**config.mk**
```make
export PLATFORM = sky130hd
export DESIGN_NAME = game_flow_ctrl
export DESIGN_NICKNAME = d
export VERILOG_FILES = /design/src/rtl/game_flow_ctrl_pkg.sv /design/src/rtl/game_flow_ctrl_btn_pulse.sv /design/src/rtl/game_flow_ctrl.sv
export SDC_FILE = /design/constraint.sdc
export NUM_CORES = 1
export LEC_CHECK = 0
export CAP_MARGIN = 15
export CORE_MARGIN = 5
export CORE_UTILIZATION = 30
export DETAILED_ROUTE_END_ITERATION = 16
export GPL_TIMING_DRIVEN = 0
export PLACE_DENSITY = 0.5
export SKIP_LAST_GASP = 1
export SLEW_MARGIN = 20
export SYNTH_ARGS = -nofsm -noshare
export SYNTH_HDL_FRONTEND = slang
export SYNTH_SLANG_ARGS = --single-unit
```
**constraint.sdc**
```tcl
create_clock -name clk -period 2.2 [get_ports clk]
set_input_delay 0.33 -clock clk [delete_from_list [all_inputs] [get_ports clk]]
set_output_delay 0.33 -clock clk [all_outputs]
set_load 0.01 [all_outputs]
```
**src/rtl/game_flow_ctrl_pkg.sv**
```systemverilog
// Shared definitions for the game sequencer: state encoding and the default board width.
package game_flow_ctrl_pkg;

   localparam int BOARD_W_DEF = 12;

   typedef enum logic [1:0] {
      CHOSE_BOARD  = 2'b00,
      GAMING       = 2'b01,
      GAME_INITIAL = 2'b10,
      WINNED       = 2'b11
   } game_state_t;

endpackage

```
**src/rtl/game_flow_ctrl_btn_pulse.sv**
```systemverilog
// Raw button to single-cycle pulse: 2-flop synchroniser, counting debouncer and
// rising-edge detector on the debounced level.
module btn_pulse #(
   parameter int DEB_CYCLES = 4
) (
   input  logic i_clk,
   input  logic i_rst,
   input  logic i_btn,
   output logic o_pulse
);

   localparam int CNT_W = (DEB_CYCLES < 2) ? 1 : $clog2(DEB_CYCLES + 1);

   logic [1:0]       r_sync;
   logic             r_deb;
   logic             r_deb_d;
   logic [CNT_W-1:0] r_cnt;

   // r_cnt counts consecutive synchronised samples that disagree with the debounced level
   always_ff @(posedge i_clk or posedge i_rst) begin
      if (i_rst) begin
         r_sync  <= '0;
         r_deb   <= 1'b0;
         r_deb_d <= 1'b0;
         r_cnt   <= '0;
      end else begin
         r_sync  <= {r_sync[0], i_btn};
         r_deb_d <= r_deb;
         if (r_sync[1] == r_deb) begin
            r_cnt <= '0;
         end else if (r_cnt == CNT_W'(DEB_CYCLES - 1)) begin
            r_deb <= r_sync[1];
            r_cnt <= '0;
         end else begin
            r_cnt <= r_cnt + CNT_W'(1);
         end
      end
   end

   assign o_pulse = r_deb & ~r_deb_d;

endmodule

```
**src/rtl/game_flow_ctrl.sv**
```systemverilog
// Top-level game sequencer: button pulses, game FSM, init countdown and move counter
// driving the board generator.
module game_flow_ctrl
   import game_flow_ctrl_pkg::*;
#(
   parameter int BOARD_W     = BOARD_W_DEF,
   parameter int DEB_CYCLES  = 4,
   parameter int INIT_CYCLES = 2,
   parameter int MOVE_W      = 8
) (
   input  logic              clk,
   input  logic              rst,
   input  logic              btn_confirm,
   input  logic              btn_random,
   input  logic              btn_abort,
   input  logic [BOARD_W-1:0] board,
   input  logic              move_stb,
   output logic [1:0]        game_status,
   output logic              gen_random,
   output logic [MOVE_W-1:0] move_count,
   output logic              reject,
   output logic              win_led
);

   localparam int IW = (INIT_CYCLES < 2) ? 1 : $clog2(INIT_CYCLES + 1);

   logic w_confirm;
   logic w_random;
   logic w_abort;

   btn_pulse #(.DEB_CYCLES(DEB_CYCLES)) u_confirm (
      .i_clk(clk), .i_rst(rst), .i_btn(btn_confirm), .o_pulse(w_confirm)
   );
   btn_pulse #(.DEB_CYCLES(DEB_CYCLES)) u_random (
      .i_clk(clk), .i_rst(rst), .i_btn(btn_random), .o_pulse(w_random)
   );
   btn_pulse #(.DEB_CYCLES(DEB_CYCLES)) u_abort (
      .i_clk(clk), .i_rst(rst), .i_btn(btn_abort), .o_pulse(w_abort)
   );

   game_state_t       r_state;
   logic [IW-1:0]     r_init_cnt;
   logic [MOVE_W-1:0] r_move_cnt;
   logic              r_gen_random;
   logic              r_reject;
   logic              r_board_zero;

   game_state_t       w_state_nxt;
   logic [IW-1:0]     w_init_nxt;
   logic [MOVE_W-1:0] w_move_nxt;
   logic              w_gen_nxt;
   logic              w_rej_nxt;

   always_ff @(posedge clk or posedge rst) begin
      if (rst) begin
         r_state      <= CHOSE_BOARD;
         r_init_cnt   <= '0;
         r_move_cnt   <= '0;
         r_gen_random <= 1'b0;
         r_reject     <= 1'b0;
         r_board_zero <= 1'b0;
      end else begin
         r_state      <= w_state_nxt;
         r_init_cnt   <= w_init_nxt;
         r_move_cnt   <= w_move_nxt;
         r_gen_random <= w_gen_nxt;
         r_reject     <= w_rej_nxt;
         r_board_zero <= (board == '0);
      end
   end

   always_comb begin
      w_state_nxt = r_state;
      w_init_nxt  = r_init_cnt;
      w_move_nxt  = r_move_cnt;
      w_gen_nxt   = 1'b0;
      w_rej_nxt   = 1'b0;
      if (w_abort) begin
         w_state_nxt = CHOSE_BOARD;
      end else begin
         case (r_state)
            CHOSE_BOARD: begin
               // confirm outranks random when both pulse together
               if (w_confirm) begin
                  if (board != '0) begin
                     w_state_nxt = GAME_INITIAL;
                     w_init_nxt  = IW'(INIT_CYCLES - 1);
                  end else begin
                     w_rej_nxt = 1'b1;
                  end
               end else if (w_random) begin
                  w_gen_nxt = 1'b1;
               end
            end
            GAME_INITIAL: begin
               if (r_init_cnt == '0) begin
                  w_state_nxt = GAMING;
                  w_move_nxt  = '0;
               end else begin
                  w_init_nxt = r_init_cnt - IW'(1);
               end
            end
            GAMING: begin
               if (move_stb && (r_move_cnt != '1)) begin
                  w_move_nxt = r_move_cnt + MOVE_W'(1);
               end
               if (r_board_zero) begin
                  w_state_nxt = WINNED;
               end
            end
            WINNED: begin
               if (w_confirm) begin
                  w_state_nxt = CHOSE_BOARD;
               end
            end
            default: w_state_nxt = CHOSE_BOARD;
         endcase
      end
   end

   assign game_status = r_state;
   assign gen_random  = r_gen_random;
   assign reject      = r_reject;
   assign move_count  = r_move_cnt;
   assign win_led     = (r_state == WINNED);

endmodule

```
==> impl_metrics.toml, run 1 <==
[yosys]
synth-main-ff-cell = "dfrtp_1"
synth_fp_nets = 175
ys_warn_count = 0
ys_seq_area_frac = 0.545
synth_edf_count = 0
syn_inst = 147
synth_area_um2 = 1650
yosysUniqueCellTypes = 39
ys_seq_elements = 36
avgSynthCellArea_um2 = 11.2
async_flop_share = 1.00

[floorplanning]
fp.dieArea_um2 = 7090
die-width_um = 84.2
rows = 27
die_y_um = 84.2
core_area_um2 = 5440
start_util = 0.304
ios = 31

[clock_network]
clk_pin_slew_ns = 0.08
cts_setup_buffers = 0
clock_insertion_delay_worst_skew_ns = 0.28
htreeDepth = 2
cts_tree = "done"
ctsResizeCount = 0
cts_sinks = 36
clockRootBuffer = "clkbuf_8"
clockBufferDepth = 2
numCtsBuffers = 5
hold_buffers = 0

[pwr]
p_leak_nw = 0.902
irDropWorstVdd_mv = 0.439
p_int_mw = 1.50
powerDensity_nw_per_um2 = 1070
netSwitchingFraction = 0.349
switchingPower_mw = 0.800
pwr-share-seq = 0.422
pwr-share-comb = 0.374
fin_total_pwr_mw = 2.30
pwr-share-clk = 0.205

[sta]
drv_slew = 0
finalCriticalPeriod_ns = 2.02
slew_headroom = 0.493
max_freq_mhz = 496
setup_slack_ns = 0.183
skew_ns = 0.00710
period_share = 0.917
tightest_slew_ns = 0.759
hold_viol = 0
timing.hold.ws_ns = 0.350
setup_viol_count_final = 0

[placed_design]
place_ws_ns = 0.135
placed_cells = 249
detailed_place_hpwl_mm = 2.40
gp_congestion = 0.759
io_buffers = 30

[global_routing]
antenna_found_initial = 0
grt.total_usage = 0.102
grt_max_degree = 37
globalRouteOverflowTotal = 0
grt_pass1_wl_mm = 5.82
grt_pass1_vias = 1282

[cells_and_area]
nets = 212
diodes = 0
layout_common_cells = "dfrtp_1 (36), clkdlybuf4s50_1 (30), nand3_1 (9), nand2_1 (9), ha_1 (9)"
final_cell_count_no_fill = 257
syn2layout_area_growth_pct = 29.5
final_util = 0.394
layout-drive-gt1-share = 0.103
layout_commonest_cell = "dfrtp_1"

[setup_path]
critPathLaunchType = "register"
worst-endpoint-arrival_ns = 2.24
end_kind = "register"
crit_fanout = 6
worst-setup-path-type = "register to register"
crit_required_ns = 2.42

[run]
max-cap-violations = 0

[routing]
dr_total_vias = 1228
drt_wl_total_mm = 3.24
dr.pass1.iters = 4
avgViaCountPerCell = 4.78
remaining_drc_errors = 0
routedWlPerCell_um = 12.6
drtAntennaViolNets = 0
drt_iter0_drc = 52

[outcome]
status = "finished, final reports clean"

[hold_path]
hp-class = "register to register"
[cell usage after synthesis (2+ instances only)]
cell type / number / share of area
nor4_1: 4 / 0.015
nor3b_1: 4 / 0.018
mux2i_1: 2 / 0.012
nor2b_1: 7 / 0.026
ha_1: 10 / 0.076
dfrtp_1: 36 / 0.55
nand4_1: 2 / 0.0076
nor2_1: 3 / 0.0068
inv_1: 9 / 0.020
o211ai_1: 4 / 0.018
nand2b_1: 3 / 0.011
nand3_1: 9 / 0.027
o31ai_1: 3 / 0.014
nand2_1: 9 / 0.020
nor3_1: 5 / 0.015
a21oi_1: 5 / 0.015
mux2_2: 5 / 0.034
and2_1: 2 / 0.0076
o21ai_0: 3 / 0.0091
xnor2_1: 3 / 0.016
[metal layers]
metal,up-vias,routed length (um),track usage
met5,-,0,0
met4,0,38,0.0424
met3,4,126,0.0285
met2,20,1670,0.175
met1,606,1410,0.118
li1,598,-,-
[registers in the layout, indices dropped and copies added (netlist names), 2 cells and up]
signal / flops
u_random.r_sync: 2
u_abort.r_sync: 2
r_init_cnt: 2
u_confirm.r_sync: 2
u_abort.r_cnt: 3
u_confirm.r_cnt: 3
u_random.r_cnt: 3
game_status: 2
move_count: 8
[final cells by class]
type / count / area [um^2]
clock buffers: 5 / 68.8
multi-input cells: 99 / 709
flip-flops and latches: 36 / 901
clock inverters: 3 / 23.8
fillers: 536 / 3300
inverters: 9 / 33.8
well taps: 72 / 90.1
plain buffers: 3 / 13.8
repair buffers: 30 / 300
[metrics by stage]
step	instance area, um^2	TNS, ns
floorplan	1650	0
global placement	2040	0
detailed placement	2040	0
CTS	2140	0
global route	2140	-0.0175
finish	2140	0
[worst max-delay path, cell delays in order, from the launching register on]
cell,delay [ns]
dfrtp_1,0.42
inv_1,0.14
ha_1,0.31
mux2i_1,0.14
or2_0,0.21
clkbuf_2,0.15
or4b_1,0.50
nand3_1,0.09
[path summary, 6_finish.rpt]
| check | from | end | slack (ns) | depth (start not counted) |
|---|---|---|---|---|
| setup / recovery | game_status[0]$_DFFE_PP0P_ | move_count[0]$_DFFE_PP0P_ | 0.18 | 7 |
| setup reg to reg | game_status[0]$_DFFE_PP0P_ | move_count[0]$_DFFE_PP0P_ | 0.18 | 7 |
| hold reg to reg | u_abort.r_sync[0]$_DFF_PP0_ | u_abort.r_sync[1]$_DFF_PP0_ | 0.35 | 0 |
| max in group asynchronous | rst | u_abort.r_cnt[2]$_DFF_PP0_ | 1.22 | 2 |
| hold / removal | u_abort.r_sync[0]$_DFF_PP0_ | u_abort.r_sync[1]$_DFF_PP0_ | 0.35 | 0 |
| min in group asynchronous | rst | u_abort.r_deb_d$_DFF_PP0_ | 0.50 | 2 |
[power by group through the flow]
stage          sequential (mW)  clock [mW]  combinational, mW
2_1_floorplan            0.974           0              0.569
5_1_grt                  0.995       0.519              0.980
3_3_place_gp             0.973           0              0.840
4_1_cts                  0.970       0.497              0.870
6_report                 0.969       0.470              0.858
3_5_place_dp             0.985           0              0.865
[cell families (layout without fill, tap and decap cells)]
family / count (synthesis) / in the layout / share of synthesized area
flops: 36 / 36 / 0.545
mux: 7 / 7 / 0.0462
buf+inv: 12 / 50 / 0.0288
simple gates: 55 / 55 / 0.188
compound gates: 24 / 24 / 0.101
xor+xnor: 3 / 3 / 0.0159
fa+ha+maj: 10 / 10 / 0.0757
Power figures use the tool's default switching activity.
==> run 2: changes to the inputs <==
ABC_AREA = 1   (was unset)
==> run 2 against run 1 <==
Net effect: synthesized cell count is 26% higher; register-to-register slack better by 0.35 ns; clock power is 22% higher; global-route usage is 0.68 points lower; area after synthesis is 4.2% higher; worst setup slack better by 0.22 ns; count of clock-buffer cells in the layout is 1 higher; power is 10% higher; sequential cell count stayed put.
==> impl_metrics.toml, run 2 <==
[yosys]
yosysTopAreaCell = "dfrtp_1"
synth.most_common_cell = "dfrtp_1"
synth.area.top_cells = "dfrtp_1 (52%), ha_1 (7.3%), nand2_1 (7.2%)"
synth_area_um2 = 1720
synth_fp_nets = 213
ys_warn_count = 0
ys_seq_elements = 36
synth_edf_count = 0
async_flop_share = 1.00
syn_inst = 185
yosysUniqueCellTypes = 29
ys_seq_area_frac = 0.523
avgSynthCellArea_um2 = 9.31
synth_top_area_share = 0.523
synthTopCellsByCount = "dfrtp_1 (36), nand2_1 (33), nor2_1 (26), inv_1 (18), ha_1 (10)"
synth-main-ff-cell = "dfrtp_1"

[placed_design]
io_buffers = 30
placed_cells = 288
gp_congestion = 0.751
detailed_place_hpwl_mm = 2.41

[clock_network]
htreeDepth = 2
clock_insertion_delay_worst_skew_ns = 0.29
ctsResizeCount = 0
hold_buffers = 0
clockBufferDepth = 2
cts_setup_buffers = 0
clk_pin_slew_ns = 0.07
cts_sinks = 36
numCtsBuffers = 5
cts_tree = "done"
clockRootBuffer = "clkbuf_8"

[global_routing]
grt.total_usage = 0.0947
grt_pass1_wl_mm = 5.52
grt_max_degree = 20
antenna_found_initial = 0
grt_pass1_vias = 1229
globalRouteOverflowTotal = 0

[cells_and_area]
diodes = 0
layout_commonest_cell = "dfrtp_1"
layout-drive-gt1-share = 0.138
nFillCells = 577
layout_common_cells = "dfrtp_1 (36), nand2_1 (33), clkdlybuf4s50_1 (30), nor2_1 (26), inv_1 (17)"
final_util = 0.406
nets = 251
final_cell_count_no_fill = 296
largest_register_ffs = 8
syn2layout_area_growth_pct = 30.5

[setup_path]
r2r-start = "game_status[1]$_DFFE_PP0P_"
end_kind = "primary output"
crit_required_ns = 1.87
crit_start = "game_status[1]$_DFFE_PP0P_"
worst-endpoint-arrival_ns = 1.47
r2r-end = "move_count[2]$_DFFE_PP0P_"
cp-endpoint = "win_led"
critPathLaunchType = "register"
r2r_slack_ns = 0.53
worst-setup-path-type = "register to primary output"
reg2reg_depth = 9
crit_fanout = 5

[routing]
dr.pass1.iters = 4
remaining_drc_errors = 0
avgViaCountPerCell = 4.23
routedWlPerCell_um = 10.7
dr_total_vias = 1251
drtAntennaViolNets = 0
drt_iter0_drc = 21
drt_wl_total_mm = 3.17

[pwr]
p_leak_nw = 1.01
irDropWorstVdd_mv = 0.527
powerDensity_nw_per_um2 = 1130
fin_total_pwr_mw = 2.54

[sta]
slew_headroom = 0.712
finalCriticalPeriod_ns = 1.80
setup_viol_count_final = 0
skew_ns = 0.00445
hold_viol = 0
setup_tns_ns = 0
rsz0062_at_grt = "no"
tightest_slew_ns = 0.432
drv_slew = 0
timing.hold.ws_ns = 0.351
max_freq_mhz = 555
period_share = 0.818

[floorplanning]
start_util = 0.311
core_area_um2 = 5540
rows = 27
die-width_um = 85.8
die_y_um = 85.8
ios = 31
fp.dieArea_um2 = 7360

[hold_path]
min_from = "u_abort.r_sync[0]$_DFF_PP0_"
hp-class = "register to register"

[run]
max-cap-violations = 0

[outcome]
status = "finished, final reports clean"
==> run 2: layout make-up <==
class / instances / area, um^2 / area share
buffer: 2 / 27.5 / 0.0122
sequential: 36 / 901 / 0.401
multi-input combinational: 124 / 708 / 0.315
tap: 72 / 90.1 / 0.0401
clock inverter: 2 / 35.0 / 0.0156
inverter: 23 / 86.3 / 0.0384
timing repair buffer: 31 / 328 / 0.146
clock buffer: 6 / 72.6 / 0.0323
==> run 2: cells by family after synthesis <==
| kind of cell | count (synthesis) | share of synthesized area |
|---|---|---|
| AOI/OAI and AO/OA | 22 | 0.0770 |
| xor gates and xnor gates | 3 | 0.0153 |
| buffers and inverters | 25 | 0.0661 |
| DFF | 36 | 0.523 |
| and+or+nand+nor | 89 | 0.246 |
| adders and majority gates | 10 | 0.0726 |
==> run 2: worst min path at each step <==
stage | end | slack (ns) | depth (start not counted)
2_1_floorplan | u_abort.r_sync[1]$_DFF_PP0_ | 0.33 | 0
6_report | u_abort.r_sync[1]$_DFF_PP0_ | 0.35 | 0
4_1_cts | u_abort.r_sync[1]$_DFF_PP0_ | 0.36 | 0
3_3_place_gp | u_abort.r_sync[1]$_DFF_PP0_ | 0.33 | 0
3_5_place_dp | u_confirm.r_sync[1]$_DFF_PP0_ | 0.34 | 0
5_1_grt | u_abort.r_sync[1]$_DFF_PP0_ | 0.37 | 0
==> run 2: metrics by stage <==
step | instance area [um^2] | worst slack, ns
after global placement | 2110 | 0.172
after global routing | 2250 | 0.338
after CTS | 2250 | 0.388
final | 2250 | 0.399
after detailed placement | 2140 | 0.524
after floorplan | 1720 | 0.629
==> run 2: layer usage <==
| metal | wire (um) | vias up | track usage |
|---|---|---|---|
| met2 | 1560 | 16 | 0.162 |
| met4 | 26 | 0 | 0.0302 |
| met3 | 150 | 4 | 0.0355 |
| met1 | 1430 | 568 | 0.109 |
| met5 | 0 | - | 0 |
| li1 | - | 663 | - |
==> run 2: power by group <==
group	internal (mW)	total, mW	switching, mW	leakage, nW
Clock	0.336	0.573	0.236	0.0552
Sequential	0.820	0.922	0.102	0.461
Combinational	0.456	1.04	0.586	0.491
==> run 2: critical path, stage by stage, from the launching register on <==
cell and delay, ns:
dfrtp_1 0.43, ha_1 0.21, clkdlybuf4s50_1 0.55
==> run 3: changes to the inputs <==
PLACE_DENSITY = 0.51   (was 0.5)
clock period = 1.5 ns   (was 2.2 ns; I/O delays follow)
==> run 3 against run 2 <==
Net effect: the run now ends with setup timing left; hold slack got worse by 0.096 ns; sequential share of layout area decreased by 3.0 points; largest cell class unchanged; combinational power rose by 91%.
==> impl_metrics.toml, run 3 (synthesized netlist as in run 2, its figures left out) <==
[routing]
drt_iter0_drc = 29
dr_total_vias = 1333
routedWlPerCell_um = 10.8
dr.pass1.iters = 4
avgViaCountPerCell = 4.30
remaining_drc_errors = 0
drtAntennaViolNets = 0
drt_wl_total_mm = 3.35

[setup_path]
crit_slowest_cell = "dfrtp_2"
worst-setup-path-type = "register to register"
crit_fanout = 5
crit_required_ns = 1.68
r2r_slack_ns = -0.03
slowest_delay_ns = 0.44
critPathLaunchType = "register"
end_kind = "register"
cp_cell_sequence = "ha_1 > nand2_1 > nor2_4 > nand2_1 > nand2_1 > nand2_2 > nand2_4 > clkbuf_16 > nand2_4 > o21ai_2"
worst-endpoint-arrival_ns = 1.70
crit_top_cell = "nand2_1"

[pwr]
fin_total_pwr_mw = 4.02
pwr-share-clk = 0.168
pwr-share-seq = 0.338
netSwitchingFraction = 0.379
p_leak_nw = 1.16
pwr-share-comb = 0.494
p_int_mw = 2.50
powerDensity_nw_per_um2 = 1640
switchingPower_mw = 1.52
irDropWorstVdd_mv = 0.791

[clock_network]
clock_insertion_delay_worst_skew_ns = 0.28
clockRootBuffer = "clkbuf_8"
clk_pin_slew_ns = 0.07
cts_sinks = 36
cts_tree = "done"
numCtsBuffers = 5
clockBufferDepth = 2
htreeDepth = 2

[sta]
hold_viol = 0
drv_slew = 0
finalCriticalPeriod_ns = 1.53
rsz0062_at_grt = "yes"
period_share = 1.02
timing.hold.ws_ns = 0.255
skew_ns = 0.00637
max_freq_mhz = 655
slew_headroom = 0.718
setup_slack_ns = -0.0265
setup_viol_count_final = 6
tightest_slew_ns = 0.422
setup_tns_ns = -0.0720

[cells_and_area]
nets = 265
multi_input_area_um2 = 768
diodes = 0
layout_common_cells = "dfrtp_1 (31), nand2_1 (27), nor2_1 (26), clkdlybuf4s50_1 (24), inv_1 (15)"
largest_register_ffs = 8
syn2layout_area_growth_pct = 42.2
regArea_um2 = 907
final_util = 0.442
layout-drive-gt1-share = 0.277
layout_commonest_cell = "dfrtp_1"
nFillCells = 551

[floorplanning]
start_util = 0.311
die-width_um = 85.8
die_y_um = 85.8
ios = 31
core_area_um2 = 5540
rows = 27
fp.dieArea_um2 = 7360

[global_routing]
grt_pass1_wl_mm = 5.79
grt.total_usage = 0.0983
grt_pass1_vias = 1287
antenna_found_initial = 0
globalRouteOverflowTotal = 0
grt_max_degree = 20

[outcome]
violations = "setup timing"
status = "complete, but fails checks"

[hold_path]
hp-class = "input pin to asynchronous set/reset pin"

[run]
max-cap-violations = 0

[placed_design]
place_ws_ns = -0.0851
detailed_place_hpwl_mm = 2.34
io_buffers = 30
gp_congestion = 0.743
run 3: cell count changes in the layout (fill, tap and decap cells not counted), moves of 3 or more:
cell and change:
buf_4 +10, clkdlybuf4s50_1 -6, dfrtp_1 -5, dfrtp_2 +5
dlymetal6s2s_1 +5, ha_1 -4, ha_2 +3, nand2_1 -6
nand2_2 +4
run 3: final timing paths:
path                                                   from                          end  depth (start not counted)
worst min register to register  u_abort.r_sync[0]$_DFF_PP0_  u_abort.r_sync[1]$_DFF_PP0_                          0
worst min-delay path                                    rst   u_abort.r_cnt[1]$_DFF_PP0_                          2
worst max register to register    move_count[0]$_DFFE_PP0P_    move_count[0]$_DFFE_PP0P_                         10
min in group clk                u_abort.r_sync[0]$_DFF_PP0_  u_abort.r_sync[1]$_DFF_PP0_                          0
worst max-delay path              move_count[0]$_DFFE_PP0P_    move_count[0]$_DFFE_PP0P_                         10
max in group asynchronous                               rst    move_count[0]$_DFFE_PP0P_                          3
run 3: through the flow:
step / std cells / cell area [um^2]
after global routing: 310 / 2450
final: 310 / 2450
after detailed placement: 288 / 2140
after floorplan: 185 / 1730
after global placement: 287 / 2120
after CTS: 303 / 2310
run 3: final cells by class:
cell class / instances / share of cell area
Sequential cell: 36 / 0.370
Timing Repair Buffer: 45 / 0.194
Multi-Input combinational cell: 124 / 0.314
Tap cell: 72 / 0.0368
Buffer: 2 / 0.0128
Clock buffer: 5 / 0.0281
Inverter: 23 / 0.0373
Clock inverter: 3 / 0.00766
run 3: layer usage:
metal,wire length (um),vias up,track usage,part of all wire
li1,-,694,-,-
met1,1530,616,0.123,0.46
met2,1620,18,0.162,0.49
met3,153,5,0.0307,0.046
met4,37,0,0.0302,0.011
met5,0,-,0,0
run 3: power groups by stage:
| stage | Combinational [mW] | Sequential (mW) | Clock [mW] |
|---|---|---|---|
| final | 1.99 | 1.36 | 0.677 |
| after global routing | 2.20 | 1.39 | 0.759 |
| after CTS | 1.76 | 1.36 | 0.700 |
| after detailed placement | 1.53 | 1.38 | 0 |
| after global placement | 1.52 | 1.37 | 0 |
| after floorplan | 1.13 | 1.37 | 0 |
run 3: what timing repair did:
| item | 4_1_cts | 5_1_grt |
|---|---|---|
| endpoints found under the setup margin | 17 | 22 |
| endpoints found under the hold margin | 0 | 0 |
| pin swaps | 3 | 7 |
| resized for setup | 7 | 25 |
| buffers inserted | 7 | 6 |
| gates cloned | 0 | 1 |
| hold buffers | 0 | 0 |
run 3: critical path: cells and delay by family (launching register included):
family                   cells  cell delay [ns]
adder cells (fa/ha/maj)      1             0.23
flip-flops                   1             0.44
AO/OA/AOI/OAI                1             0.04
buffers and inverters        1             0.18
AND/OR/NAND/NOR              7             0.53
